## src/rtl/unary_add_pkg.sv

```systemverilog
// -----------------------------------------------------------------------------
// unary_add_pkg
// Shared definitions for the unary adder host controller: the controller state
// encoding, the default operand/result width and the length of the adder clear.
// -----------------------------------------------------------------------------
package unary_add_pkg;

    localparam int UA_W         = 6;
    localparam int CLEAR_CYCLES = 2;

    typedef enum logic [2:0] {
        ST_IDLE   = 3'd0,
        ST_CLEAR  = 3'd1,
        ST_WRITE  = 3'd2,
        ST_SETTLE = 3'd3,
        ST_READ   = 3'd4,
        ST_DONE   = 3'd5
    } uah_state_t;

endpackage

```

## src/rtl/unary_add_host_if.sv

```systemverilog
// -----------------------------------------------------------------------------
// unary_add_host_if
// Binary command/result channel between a command source and the unary adder
// host.
//   in_valid/in_ready : operand pair handshake (source -> host)
//   opa/opb           : unsigned operands
//   res_valid         : one-cycle result strobe (host -> source)
//   res/ovf           : decoded sum and overflow flag
// Modports: master = command source, slave = host controller.
// -----------------------------------------------------------------------------
interface unary_add_host_if
    import unary_add_pkg::*;
#(
    parameter int W = UA_W
) ();

    logic         in_valid;
    logic         in_ready;
    logic [W-1:0] opa;
    logic [W-1:0] opb;
    logic         res_valid;
    logic [W-1:0] res;
    logic         ovf;

    modport master (
        output in_valid, opa, opb,
        input  in_ready, res_valid, res, ovf
    );

    modport slave (
        input  in_valid, opa, opb,
        output in_ready, res_valid, res, ovf
    );

endinterface

```

## src/rtl/unary_stream_rx.sv

```systemverilog
// -----------------------------------------------------------------------------
// unary_stream_rx
// Run-length decoder for the adder's unary readout.
//   clk, rst_n : clock, asynchronous active-low reset
//   start      : high for the whole readout window, low re-arms the decoder
//   dout       : unary readout bit from the adder
//   done       : this cycle's sample ends the readout (a zero, or the cap)
//   len        : ones counted including this cycle's sample, valid with done
// The first cycle of a window is the adder's readout latency and is ignored.
// The count saturates at 2^W-1 so a stuck-high dout still terminates.
// -----------------------------------------------------------------------------
module unary_stream_rx
    import unary_add_pkg::*;
#(
    parameter int W = UA_W
) (
    input  logic         clk,
    input  logic         rst_n,
    input  logic         start,
    input  logic         dout,
    output logic         done,
    output logic [W-1:0] len
);

    localparam logic [W-1:0] ONE     = {{(W-1){1'b0}}, 1'b1};
    localparam logic [W-1:0] LEN_CAP = {W{1'b1}};

    logic         r_skip;
    logic [W-1:0] r_len;
    logic         w_sample;

    // A sample counts only inside the window and after the latency cycle.
    assign w_sample = start && !r_skip;

    // Latency-skip flag and ones counter, re-armed whenever the window is closed.
    always_ff @(posedge clk or negedge rst_n) begin
        if (!rst_n) begin
            r_skip <= 1'b1;
            r_len  <= {W{1'b0}};
        end else if (!start) begin
            r_skip <= 1'b1;
            r_len  <= {W{1'b0}};
        end else if (r_skip) begin
            r_skip <= 1'b0;
            r_len  <= r_len;
        end else if (dout && (r_len != LEN_CAP)) begin
            r_skip <= 1'b0;
            r_len  <= r_len + ONE;
        end else begin
            r_skip <= 1'b0;
            r_len  <= r_len;
        end
    end

    // Termination: a zero sample, or the one that brings the count to the cap.
    always_comb begin
        done = w_sample && (!dout || (r_len == (LEN_CAP - ONE)));
        len  = (w_sample && dout) ? (r_len + ONE) : r_len;
    end

endmodule

```

## src/rtl/unary_add_host.sv

```systemverilog
// -----------------------------------------------------------------------------
// unary_add_host
// Host controller for a unary adder: accepts a binary operand pair, clears the
// adder, writes both operands as paired pulse trains, reads the unary count back
// and returns it as a binary sum with an overflow flag.
//   clk, rst_n     : clock, asynchronous active-low reset
//   cmd (slave)    : in_valid/in_ready/opa/opb in, res_valid/res/ovf out
//   add_rst_n      : adder reset (active-low)
//   en             : adder enable
//   read_or_write  : 0 = accumulate, 1 = unary readout
//   A, B           : pulse lines to the adder
//   dout, C        : adder readout bit and carry/overflow
// Every output is a flop loaded from the next-state decode, so outputs change
// in step with the state and nothing from dout/C reaches a pin combinationally.
// -----------------------------------------------------------------------------
module unary_add_host
    import unary_add_pkg::*;
#(
    parameter int W = UA_W
) (
    input  logic               clk,
    input  logic               rst_n,
    unary_add_host_if.slave    cmd,
    output logic               add_rst_n,
    output logic               en,
    output logic               read_or_write,
    output logic               A,
    output logic               B,
    input  logic               dout,
    input  logic               C
);

    localparam logic [W-1:0] ONE      = {{(W-1){1'b0}}, 1'b1};
    localparam logic [1:0]   CLR_LAST = 2'(CLEAR_CYCLES - 1);

    uah_state_t   r_state, w_next_state;
    logic [W-1:0] r_opa, r_opb, r_n;
    logic [W-1:0] r_idx, w_next_idx;
    logic         r_phase, w_next_phase;      // 0 = pulse cycle, 1 = gap cycle
    logic [1:0]   r_clr, w_next_clr;
    logic         r_ovf_sticky;

    logic         r_in_ready, r_add_rst_n, r_en, r_rw, r_a, r_b;
    logic         r_res_valid, r_ovf;
    logic [W-1:0] r_res;

    logic         w_accept;
    logic         w_rx_start, w_rx_done;
    logic [W-1:0] w_rx_len;
    logic         w_pulse;

    // Accept only when the registered ready is up, so the cycle right after
    // reset release cannot take a command.
    assign w_accept   = (r_state == ST_IDLE) && r_in_ready && cmd.in_valid;
    assign w_rx_start = (r_state == ST_READ);

    unary_stream_rx #(.W(W)) u_rx (
        .clk   (clk),
        .rst_n (rst_n),
        .start (w_rx_start),
        .dout  (dout),
        .done  (w_rx_done),
        .len   (w_rx_len)
    );

    // Next-state and pulse-sequencing counters.
    always_comb begin
        w_next_state = r_state;
        w_next_idx   = r_idx;
        w_next_phase = r_phase;
        w_next_clr   = r_clr;
        case (r_state)
            ST_IDLE: begin
                if (w_accept) begin
                    w_next_state = ST_CLEAR;
                    w_next_clr   = 2'd0;
                end else begin
                    w_next_state = ST_IDLE;
                end
            end
            ST_CLEAR: begin
                if (r_clr == CLR_LAST) begin
                    w_next_idx   = {W{1'b0}};
                    w_next_phase = 1'b0;
                    w_next_state = (r_n == {W{1'b0}}) ? ST_SETTLE : ST_WRITE;
                end else begin
                    w_next_clr   = r_clr + 2'd1;
                end
            end
            ST_WRITE: begin
                if (!r_phase) begin
                    w_next_phase = 1'b1;
                end else if (r_idx == (r_n - ONE)) begin
                    w_next_state = ST_SETTLE;
                end else begin
                    w_next_idx   = r_idx + ONE;
                    w_next_phase = 1'b0;
                end
            end
            ST_SETTLE: w_next_state = ST_READ;
            ST_READ: begin
                if (w_rx_done) begin
                    w_next_state = ST_DONE;
                end else begin
                    w_next_state = ST_READ;
                end
            end
            ST_DONE:   w_next_state = ST_IDLE;
            default:   w_next_state = ST_IDLE;
        endcase
    end

    // A pulse cycle drives each line while its operand still has pulses left.
    assign w_pulse = (w_next_state == ST_WRITE) && !w_next_phase;

    // State, operand latches, counters and sticky overflow.
    always_ff @(posedge clk or negedge rst_n) begin
        if (!rst_n) begin
            r_state      <= ST_IDLE;
            r_opa        <= {W{1'b0}};
            r_opb        <= {W{1'b0}};
            r_n          <= {W{1'b0}};
            r_idx        <= {W{1'b0}};
            r_phase      <= 1'b0;
            r_clr        <= 2'd0;
            r_ovf_sticky <= 1'b0;
        end else begin
            r_state <= w_next_state;
            r_idx   <= w_next_idx;
            r_phase <= w_next_phase;
            r_clr   <= w_next_clr;
            if (w_accept) begin
                r_opa        <= cmd.opa;
                r_opb        <= cmd.opb;
                r_n          <= (cmd.opa > cmd.opb) ? cmd.opa : cmd.opb;
                r_ovf_sticky <= 1'b0;
            end else if ((r_state == ST_WRITE) || (r_state == ST_SETTLE)) begin
                r_ovf_sticky <= r_ovf_sticky | C;
            end else begin
                r_ovf_sticky <= r_ovf_sticky;
            end
        end
    end

    // Output flops decoded from the next state; result fields load on DONE only.
    always_ff @(posedge clk or negedge rst_n) begin
        if (!rst_n) begin
            r_in_ready  <= 1'b0;
            r_add_rst_n <= 1'b0;
            r_en        <= 1'b0;
            r_rw        <= 1'b0;
            r_a         <= 1'b0;
            r_b         <= 1'b0;
            r_res_valid <= 1'b0;
            r_res       <= {W{1'b0}};
            r_ovf       <= 1'b0;
        end else begin
            r_in_ready  <= (w_next_state == ST_IDLE);
            r_add_rst_n <= (w_next_state != ST_CLEAR);
            r_en        <= (w_next_state == ST_WRITE) || (w_next_state == ST_SETTLE) ||
                           (w_next_state == ST_READ);
            r_rw        <= (w_next_state == ST_READ);
            r_a         <= w_pulse && (w_next_idx < r_opa);
            r_b         <= w_pulse && (w_next_idx < r_opb);
            r_res_valid <= (w_next_state == ST_DONE);
            if (w_next_state == ST_DONE) begin
                r_res <= w_rx_len;
                r_ovf <= r_ovf_sticky;
            end else begin
                r_res <= r_res;
                r_ovf <= r_ovf;
            end
        end
    end

    assign cmd.in_ready  = r_in_ready;
    assign cmd.res_valid = r_res_valid;
    assign cmd.res       = r_res;
    assign cmd.ovf       = r_ovf;
    assign add_rst_n     = r_add_rst_n;
    assign en            = r_en;
    assign read_or_write = r_rw;
    assign A             = r_a;
    assign B             = r_b;

endmodule
```

## src/flat_wrapper.sv

```systemverilog
// flat-port wrapper written by rule: the top's interface ports become plain ports
module unary_add_host_flat import unary_add_pkg::*;
#(
    parameter int W = UA_W
)
  (clk, rst_n, add_rst_n, en, read_or_write, A, B, dout, C, cmd_in_valid, cmd_opa, cmd_opb, cmd_in_ready, cmd_res_valid, cmd_res, cmd_ovf);
  unary_add_host_if #(.W(W)) cmd_i ();
  input  logic clk;
  input  logic rst_n;
  output logic add_rst_n;
  output logic en;
  output logic read_or_write;
  output logic A;
  output logic B;
  input  logic dout;
  input  logic C;
  input wire logic [$bits(cmd_i.in_valid)-1:0] cmd_in_valid;
  input wire logic [$bits(cmd_i.opa)-1:0] cmd_opa;
  input wire logic [$bits(cmd_i.opb)-1:0] cmd_opb;
  output wire logic [$bits(cmd_i.in_ready)-1:0] cmd_in_ready;
  output wire logic [$bits(cmd_i.res_valid)-1:0] cmd_res_valid;
  output wire logic [$bits(cmd_i.res)-1:0] cmd_res;
  output wire logic [$bits(cmd_i.ovf)-1:0] cmd_ovf;
  assign cmd_i.in_valid = cmd_in_valid;
  assign cmd_i.opa = cmd_opa;
  assign cmd_i.opb = cmd_opb;
  assign cmd_in_ready = cmd_i.in_ready;
  assign cmd_res_valid = cmd_i.res_valid;
  assign cmd_res = cmd_i.res;
  assign cmd_ovf = cmd_i.ovf;
  unary_add_host #(.W(W)) u_core (.clk(clk), .rst_n(rst_n), .cmd(cmd_i), .add_rst_n(add_rst_n), .en(en), .read_or_write(read_or_write), .A(A), .B(B), .dout(dout), .C(C));
endmodule
```

## config.mk

```make
export PLATFORM = sky130hd
export DESIGN_NAME = unary_add_host_flat
export DESIGN_NICKNAME = d
export VERILOG_FILES = /design/src/rtl/unary_add_pkg.sv /design/src/rtl/unary_add_host_if.sv /design/src/rtl/unary_stream_rx.sv /design/src/rtl/unary_add_host.sv /design/src/flat_wrapper.sv
export SDC_FILE = /design/constraint.sdc
export NUM_CORES = 1
export LEC_CHECK = 0
export CAP_MARGIN = 0
export CORE_AREA = 2 2 74 76
export DETAILED_ROUTE_END_ITERATION = 7
export DIE_AREA = 0 0 76 78
export GPL_TIMING_DRIVEN = 0
export PLACE_DENSITY = 0.77
export RECOVER_POWER = 25
export SETUP_SLACK_MARGIN = 0.4
export SLEW_MARGIN = 40
export SYNTH_ARGS = -nofsm -noshare
export SYNTH_HDL_FRONTEND = slang
export SYNTH_SLANG_ARGS = --single-unit
```

## constraint.sdc

```tcl
create_clock -name clk -period 3.75 [get_ports clk]
set_input_delay 0.375 -clock clk [delete_from_list [all_inputs] [get_ports clk]]
set_output_delay 0.375 -clock clk [all_outputs]
set_load 0.02 [all_outputs]
```

Word-level counts from Yosys, hierarchy flattened
Cells that the tools add are included.
{"block": "totals", "romBits": 0, "latch_bits": 0, "ff_bits": 52, "mem_count": 0, "ramBits": 0, "input_bits": 17, "wordCells": 93}
{"block": "op_classes", "eq_ne": 17, "n_lt_le_gt_ge": 3, "n_div": 0, "n_reduce_logical": 23, "n_shift": 0, "bitwise": 1, "add_sub_neg": 4, "mux": 26, "mul": 0}
{"cell": "$mux 6", "n": 8}
{"cell": "$pmux 3 s5", "n": 1}
{"cell": "$add 6x1->6 const B", "n": 2}
{"cell": "$eq 3x2->1 const B", "n": 4}
{"cell": "$lt 6x6->1", "n": 2}
{"cell": "$pmux 6 s2", "n": 1}
{"cell": "$eq 3x3->1 const B", "n": 3}
{"cell": "$logic_and 1x1->1", "n": 9}
{"cell": "$mux 1", "n": 9}
{"cell": "$mux 3", "n": 3}
{"cell": "$eq 6x6->1", "n": 1}
{"cell": "$eq 6x6->1 const B", "n": 1}
{"cell": "$gt 6x6->1", "n": 1}
{"cell": "$logic_not 3->1", "n": 2}
{"cell": "$logic_not 6->1", "n": 1}
{"cell": "$ne 6x6->1 const B", "n": 1}
{"cell": "$sub 6x1->6 const B", "n": 1}
{"cell": "$logic_or 1x1->1", "n": 4}
{"cell": "$mux 2", "n": 2}
{"cell": "$ne 2x1->1 const B", "n": 2}
{"cell": "$ne 2x2->1 const B", "n": 2}
{"cell": "$pmux 2 s2", "n": 1}
{"cell": "$reduce_bool 2->1", "n": 2}
{"cell": "$eq 3x1->1 const B", "n": 1}
{"cell": "8 further kinds", "n": 10}

Logic depth before layout (Yosys ltp)
{"block": "depth", "word_depth": 8, "mapped_depth": 14, "mapped_depth_nobuf": 14}

Cells and area by module
A second synthesis with hierarchy kept.
{"block": "unflattened", "cells_unflattened": 295, "hier_area_um2": 2897.8}
{"mod": "unary_add_host", "seq_area_each_um2": 1126.1, "cells_per_inst": 241, "instances": 1, "area_per_inst_um2": 2399.8}
{"mod": "unary_stream_rx", "seq_area_each_um2": 176.4, "cells_per_inst": 54, "instances": 1, "area_per_inst_um2": 498.0}

Worst setup path before layout
Ideal clock, no wire load.
{"block": "synth_path", "kind": "reg2reg", "start": "register u_core.r_n[0]", "end": "register u_core.r_b (netlist: u_core.B)", "path_buffers": 0, "stages_incl_launch_ff": 15, "t_arrival_ns": 2.966, "period_less_slack_ns": 3.060, "path_slack_ns": 0.690, "path_cell_list": "dfrtp_1 -> inv_1 -> ha_1 -> o211a_1 -> o31a_1 -> o41a_4 -> nand4_1 -> a21oi_1 -> o21ai_0 -> ha_1 -> a21oi_1 -> nor2b_1 -> o21ai_0 -> or2b_2 -> a211oi_1"}
{"item": "start, declared", "line": "unary_add_host.sv:37", "source": "logic [W-1:0] r_opa, r_opb, r_n;"}
{"item": "start signal, assigned", "line": "unary_add_host.sv:122", "source": "r_n <= {W{1'b0}};"}
{"item": "start signal, assigned", "line": "unary_add_host.sv:135", "source": "r_n <= (cmd.opa > cmd.opb) ? cmd.opa : cmd.opb;"}
{"item": "$sub 6x1->6", "line": "unary_add_host.sv:93", "source": "end else if (r_idx == (r_n - ONE)) begin"}
{"item": "$eq 6x6->1", "line": "unary_add_host.sv:93"}
{"item": "$mux 6", "line": "unary_add_host.sv:93"}
{"item": "$mux 6", "line": "unary_add_host.sv:91", "source": "if (!r_phase) begin"}
{"item": "$pmux 6 s2", "line": "unary_add_host.sv:72", "source": "case (r_state)"}
{"item": "named net u_core.w_next_idx[3]", "line": "unary_add_host.sv:38", "source": "logic [W-1:0] r_idx, w_next_idx;"}
{"item": "$lt 6x6->1", "line": "unary_add_host.sv:164", "source": "r_b <= w_pulse && (w_next_idx < r_opb);"}
{"item": "$logic_and 1x1->1", "line": "unary_add_host.sv:164"}
{"item": "end signal, assigned", "line": "unary_add_host.sv:164"}
{"item": "end, declared", "line": "unary_add_host.sv:43", "source": "logic r_in_ready, r_add_rst_n, r_en, r_rw, r_a, r_b;"}
The timed path passes the listed nets, and every way through them passes these cells.
A chain may end at the register's enable or synchronous reset.

Final worst setup path
{"block": "layout_path", "start": "register u_core.r_n[2]", "end": "register u_core.r_b (netlist: u_core.B)"}
Same word-level chain as after synthesis.

==> impl_results.html <==
<table>
<tr><th>Metric</th><th>Value</th></tr>
<tr><th colspan="2">Route</th></tr>
<tr><td>Via count</td><td>2298</td></tr>
<tr><td>Number of optimization iterations in the first detailed-route pass</td><td>4</td></tr>
<tr><td>Drt wl/cell</td><td>15.01 um</td></tr>
<tr><td>Wire length reported by the detailed router</td><td>6.231 mm</td></tr>
<tr><td>DRC marker count from the first detailed-route iteration</td><td>between 100 and 150</td></tr>
<tr><td>Residual DRC</td><td>0</td></tr>
<tr><td>Number of nets still failing antenna checks after routing</td><td>0</td></tr>
<tr><td>Vias/cell</td><td>5.537</td></tr>
<tr><th colspan="2">Clock tree</th></tr>
<tr><td>Clk slew on worst S/H paths</td><td>around 100 ps</td></tr>
<tr><td>Number of CTS-inserted buffers</td><td>5</td></tr>
<tr><td>Max Root-Sink Buffers</td><td>2</td></tr>
<tr><td>Clock tree from TritonCTS</td><td>done</td></tr>
<tr><td>Number of levels the H-tree was split into</td><td>2</td></tr>
<tr><td>Clock network latency to the later pin of the worst-skew pair</td><td>300 ps</td></tr>
<tr><td>Clk sink count</td><td>52</td></tr>
<tr><td>Clock tree root driver cell</td><td>sky130_fd_sc_hd__clkbuf_8</td></tr>
<tr><th colspan="2">Worst setup path</th></tr>
<tr><td>Slowest stage cell, crit path</td><td>sky130_fd_sc_hd__o41a_4</td></tr>
<tr><td>R2R Setup Slk</td><td>500 ps</td></tr>
<tr><td>Peak per-stage delay on the critical path</td><td>500 ps</td></tr>
<tr><td>Kind of capture point of the worst setup path</td><td>register</td></tr>
<tr><td>Peak fanout along the critical path</td><td>6</td></tr>
<tr><td>Family with the most delay on the worst path</td><td>compound AO/OA/AOI/OAI gates</td></tr>
<tr><td>Critical path cell sequence</td><td>nand2b_4, o211a_1, o31a_1, o41a_4, nand4_1, a21oi_2, o21ai_2, ha_4, a21oi_2, nor2b_1, o21ai_0, or2b_2, a211oi_1</td></tr>
<tr><td>Data arrival at the endpoint of the critical path</td><td>3450 ps</td></tr>
<tr><td>Most frequent cell on the critical path</td><td>sky130_fd_sc_hd__a21oi_2</td></tr>
<tr><td>Worst-case reg-to-reg path depth</td><td>13</td></tr>
<tr><td>Class of the most critical setup path</td><td>register to register</td></tr>
<tr><td>Required time of the critical path</td><td>3950 ps</td></tr>
<tr><td>WP buf/inv</td><td>0</td></tr>
<tr><td>Setup crit start kind</td><td>register</td></tr>
<tr><td>Critical R2R Launch</td><td>u_core.r_n[2]$_DFFE_PN0P_</td></tr>
<tr><td>Logic depth of the worst setup path including buffers</td><td>13</td></tr>
<tr><td>Setup crit start</td><td>u_core.r_n[2]$_DFFE_PN0P_</td></tr>
<tr><td>Reg-to-reg critical path endpoint</td><td>u_core.B$_DFF_PN0_</td></tr>
<tr><td>Destination of the critical timing path</td><td>u_core.B$_DFF_PN0_</td></tr>
<tr><th colspan="2">STA</th></tr>
<tr><td>Final hold violation count</td><td>0</td></tr>
<tr><td>Highest achievable clock rate</td><td>around 0.31 GHz</td></tr>
<tr><td>Post-route clock period utilization</td><td>0.8662</td></tr>
<tr><td>Measured slew at the worst slew-check pin</td><td>848.8 ps</td></tr>
<tr><td>Post-Route Skew</td><td>between 8 and 9 ps</td></tr>
<tr><td>Setup violators final</td><td>0</td></tr>
<tr><td>Worst hold slack across all endpoints</td><td>492.7 ps</td></tr>
<tr><td>Post-route setup TNS</td><td>0 ps</td></tr>
<tr><td>Final worst path period need</td><td>around 3200 ps</td></tr>
<tr><td>Count of pins over their slew limit</td><td>0</td></tr>
<tr><td>Unrepaired setup endpoints after global routing</td><td>yes</td></tr>
<tr><td>Setup slack of the critical path after layout</td><td>501.9 ps</td></tr>
<tr><td>Slew HR</td><td>0.4329</td></tr>
<tr><th colspan="2">Place</th></tr>
<tr><td>DPL Wire Length</td><td>4.550 mm</td></tr>
<tr><td>Final weighted congestion of routability-driven global placement</td><td>0.8838</td></tr>
<tr><td>Area post-placement</td><td>3222 um2</td></tr>
<tr><td>Worst slack, placed</td><td>194.7 ps</td></tr>
<tr><td>Port buffer count</td><td>30</td></tr>
<tr><th colspan="2">Power</th></tr>
<tr><td>Total Power Consumption</td><td>0.002430 W</td></tr>
<tr><td>Seq pwr share</td><td>0.370</td></tr>
<tr><td>Net switching fraction of the power</td><td>0.3943</td></tr>
<tr><td>Static Leakage</td><td>1.545 nW</td></tr>
<tr><td>Max rail drop VDD</td><td>0.3352 mV</td></tr>
<tr><td>Share of total power in combinational logic</td><td>0.471</td></tr>
<tr><td>Net switching power figure</td><td>about 0.00096 W</td></tr>
<tr><td>Clock network fraction of design power</td><td>0.159</td></tr>
<tr><td>Internal portion of total power</td><td>roughly 0.0015 W</td></tr>
<tr><td>Total power divided by cell area</td><td>702.3 nW/um2</td></tr>
<tr><th colspan="2">Synthesis</th></tr>
<tr><td>Register bit count reported by yosys</td><td>52</td></tr>
<tr><td>Fraction of the yosys area taken by sequential cells</td><td>0.4625</td></tr>
<tr><td>Synthesized area divided by synthesized cell count</td><td>between 9 and 10 um2</td></tr>
<tr><td>Net count of the mapped netlist</td><td>about 340</td></tr>
<tr><td>Synth unique cells</td><td>44</td></tr>
<tr><td>Cell Area, Synth</td><td>roughly 2800 um2</td></tr>
<tr><td>Cell type with the largest total area after synthesis</td><td>sky130_fd_sc_hd__dfrtp_1</td></tr>
<tr><td>Leading cell types by total area after synthesis</td><td>sky130_fd_sc_hd__dfrtp_1 45%, sky130_fd_sc_hd__ha_1 9.3%, sky130_fd_sc_hd__nand2_1 4.9%</td></tr>
<tr><td>Number of enable-type register cells in the synthesized netlist</td><td>0</td></tr>
<tr><td>Asr flop ratio synth</td><td>1.000</td></tr>
<tr><td>Top_reg_cell synth</td><td>sky130_fd_sc_hd__dfrtp_1</td></tr>
<tr><td>Top-area cell type share of the netlist area</td><td>0.4531</td></tr>
<tr><td>Number of standard cells after synthesis</td><td>299</td></tr>
<tr><td>Yosys warns</td><td>0</td></tr>
<tr><th colspan="2">Floorplan</th></tr>
<tr><td>Number of cell rows</td><td>26</td></tr>
<tr><td>Die area</td><td>around 5900 um2</td></tr>
<tr><td>Effective utilization at floorplan</td><td>0.5586</td></tr>
<tr><td>DIE HEIGHT</td><td>a little under 80 um</td></tr>
<tr><td>Chip width</td><td>76 um</td></tr>
<tr><td>Io pins</td><td>31</td></tr>
<tr><td>Core footprint</td><td>5042 um2</td></tr>
<tr><th colspan="2">GRT</th></tr>
<tr><td>GRT Total Usage</td><td>0.2208</td></tr>
<tr><td>Number of antenna violations at the first check in global routing</td><td>0</td></tr>
<tr><td>First-pass GRT wire length</td><td>a little over 10 mm</td></tr>
<tr><td>Total global routing overflow</td><td>0</td></tr>
<tr><td>Via count of the first global-routing pass</td><td>between 2000 and 2500</td></tr>
<tr><td>Pin count of the biggest net entering global routing</td><td>43</td></tr>
<tr><th colspan="2">Final layout</th></tr>
<tr><td>Post-route cell area</td><td>3461 um2</td></tr>
<tr><td>Area grow syn2layout</td><td>22.88%</td></tr>
<tr><td>Antenna diode count</td><td>0</td></tr>
<tr><td>Number of nets in the layout</td><td>382</td></tr>
<tr><td>Total area of multi-input combinational cells</td><td>1450 um2</td></tr>
<tr><td>Share of layout cells above drive strength 1</td><td>0.1217</td></tr>
<tr><td>Area used by sequential logic in the layout</td><td>1304 um2</td></tr>
<tr><td>Total of fill cells in the finished design</td><td>399</td></tr>
<tr><th colspan="2">Flow run</th></tr>
<tr><td>Reported max-cap violation count</td><td>0</td></tr>
<tr><th colspan="2">Run status</th></tr>
<tr><td>Status</td><td>finished, final reports clean</td></tr>
<tr><th colspan="2">Min path</th></tr>
<tr><td>Class of the most critical hold timing path</td><td>register to register</td></tr>
</table>
==> flip-flops by register name (all words and copies together) (netlist names), 2 cells and up <==
signal,count
u_core.r_idx,6
u_core.cmd.res,6
u_core.r_n,6
u_core.r_opa,6
u_core.u_rx.r_len,6
u_core.r_state,3
u_core.r_clr,2
u_core.r_opb,6
==> cell families after synthesis <==
logic type | Yosys count | share of synthesized area
XOR/XNOR | 13 | 0.04309
buffers and inverters | 37 | 0.04931
multiplexers | 6 | 0.02310
AO/OA/AOI/OAI | 64 | 0.1484
flip-flops | 52 | 0.4625
AND/OR/NAND/NOR | 106 | 0.1804
adder cells (fa/ha/maj) | 21 | 0.09329
==> routing by layer <==
| layer | vias to the layer above | track usage | share of wire |
|---|---|---|---|
| met5 | - | 0 | 0 |
| met4 | 0 | 0.08545 | 0.023 |
| met3 | 15 | 0.04186 | 0.045 |
| met2 | 59 | 0.3491 | 0.47 |
| met1 | 1097 | 0.3039 | 0.46 |
| li1 | 1127 | - | - |
==> cell usage in the layout, fill, tap and decap left out, drive strengths merged, types with 3 or more instances in the layout <==
master	netlist	layout
nor3	3	3
xor2	5	5
or2	3	3
clkbuf	7	14
mux2	4	4
nand2b	4	4
o221ai	4	4
a21oi	13	13
or3	3	3
buf	0	7
nor2b	3	3
nand3	10	10
nor2	24	24
dfrtp	51	51
nand4	6	6
inv	30	31
clkdlybuf4s50	0	29
ha	21	21
nand2	37	37
xnor2	8	8
o21ai	23	23
o31ai	4	4
a211oi	3	3
==> synthesized netlist by cell type, types with 3 or more instances <==
master                     instances
sky130_fd_sc_hd__nand2_1          37
sky130_fd_sc_hd__nor3_1            3
sky130_fd_sc_hd__ha_1             21
sky130_fd_sc_hd__dfrtp_1          51
sky130_fd_sc_hd__xor2_1            5
sky130_fd_sc_hd__o21ai_0          23
sky130_fd_sc_hd__or2_2             3
sky130_fd_sc_hd__o31ai_1           4
sky130_fd_sc_hd__a21oi_1          13
sky130_fd_sc_hd__nand3_1          10
sky130_fd_sc_hd__mux2_2            4
sky130_fd_sc_hd__inv_1            30
sky130_fd_sc_hd__or3_1             3
sky130_fd_sc_hd__nand4_1           6
sky130_fd_sc_hd__nor2b_1           3
sky130_fd_sc_hd__xnor2_1           7
sky130_fd_sc_hd__o221ai_1          4
sky130_fd_sc_hd__clkbuf_1          7
sky130_fd_sc_hd__nor2_1           24
sky130_fd_sc_hd__a211oi_1          3
sky130_fd_sc_hd__nand2b_1          4
==> worst register-to-register path, stage by stage (launching register included) <==
cell and delay, ps:
sky130_fd_sc_hd__dfrtp_1 450, sky130_fd_sc_hd__nand2b_4 170, sky130_fd_sc_hd__o211a_1 210, sky130_fd_sc_hd__o31a_1 270
sky130_fd_sc_hd__o41a_4 500, sky130_fd_sc_hd__nand4_1 160, sky130_fd_sc_hd__a21oi_2 80, sky130_fd_sc_hd__o21ai_2 230
sky130_fd_sc_hd__ha_4 240, sky130_fd_sc_hd__a21oi_2 120, sky130_fd_sc_hd__nor2b_1 60, sky130_fd_sc_hd__o21ai_0 140
sky130_fd_sc_hd__or2b_2 300, sky130_fd_sc_hd__a211oi_1 230
==> metrics by stage <==
step                instances  utilization
global route              415       0.6864
detailed placement        400       0.6390
floorplan                 299            -
finish                    415       0.6864
global placement          399       0.6355
CTS                       410       0.6653
==> repair_timing <==
action	CTS	global route
hold buffers	1	0
buffers inserted	1	5
gates resized for setup	2	14
hold endpoints to repair	10	0
pin swaps	1	4
endpoints found under the setup margin	2	2
==> cell type report <==
type                    count  share of cell area
repair buffers             38              0.1067
plain buffers               7            0.007592
multi-input cells         210              0.4190
well taps                  70             0.02531
inverters                  30             0.03254
clock buffers               6             0.02097
clock inverters             2             0.01121
flip-flops and latches     52              0.3767
==> power by group through the flow <==
stage               clock (W)  sequential (W)  combinational (W)
CTS                  0.000391        0.000893            0.00103
detailed placement          0        0.000902            0.00100
global route         0.000416        0.000922            0.00128
finish               0.000387        0.000900            0.00114
floorplan                   0        0.000917           0.000671
global placement            0        0.000895           0.000963
==> worst min path at each step <==
stage | start | endpoint | slack, ps | depth (start not counted)
3_5_place_dp | rst_n | u_core.cmd.res[2]$_DFFE_PN0P_ | 230 | 1
3_3_place_gp | u_core.cmd.ovf$_DFFE_PN0P_ | u_core.cmd.ovf$_DFFE_PN0P_ | 460 | 2
6_report | u_core.cmd.res[0]$_DFFE_PN0P_ | u_core.cmd.res[0]$_DFFE_PN0P_ | 490 | 2
5_1_grt | u_core.cmd.res[0]$_DFFE_PN0P_ | u_core.cmd.res[0]$_DFFE_PN0P_ | 520 | 2
4_1_cts | rst_n | u_core.u_rx.r_len[4]$_DFFE_PN0P_ | 440 | 2
2_1_floorplan | rst_n | u_core.A$_DFF_PN0_ | 80 | 0
Power figures use the tool's default switching activity.
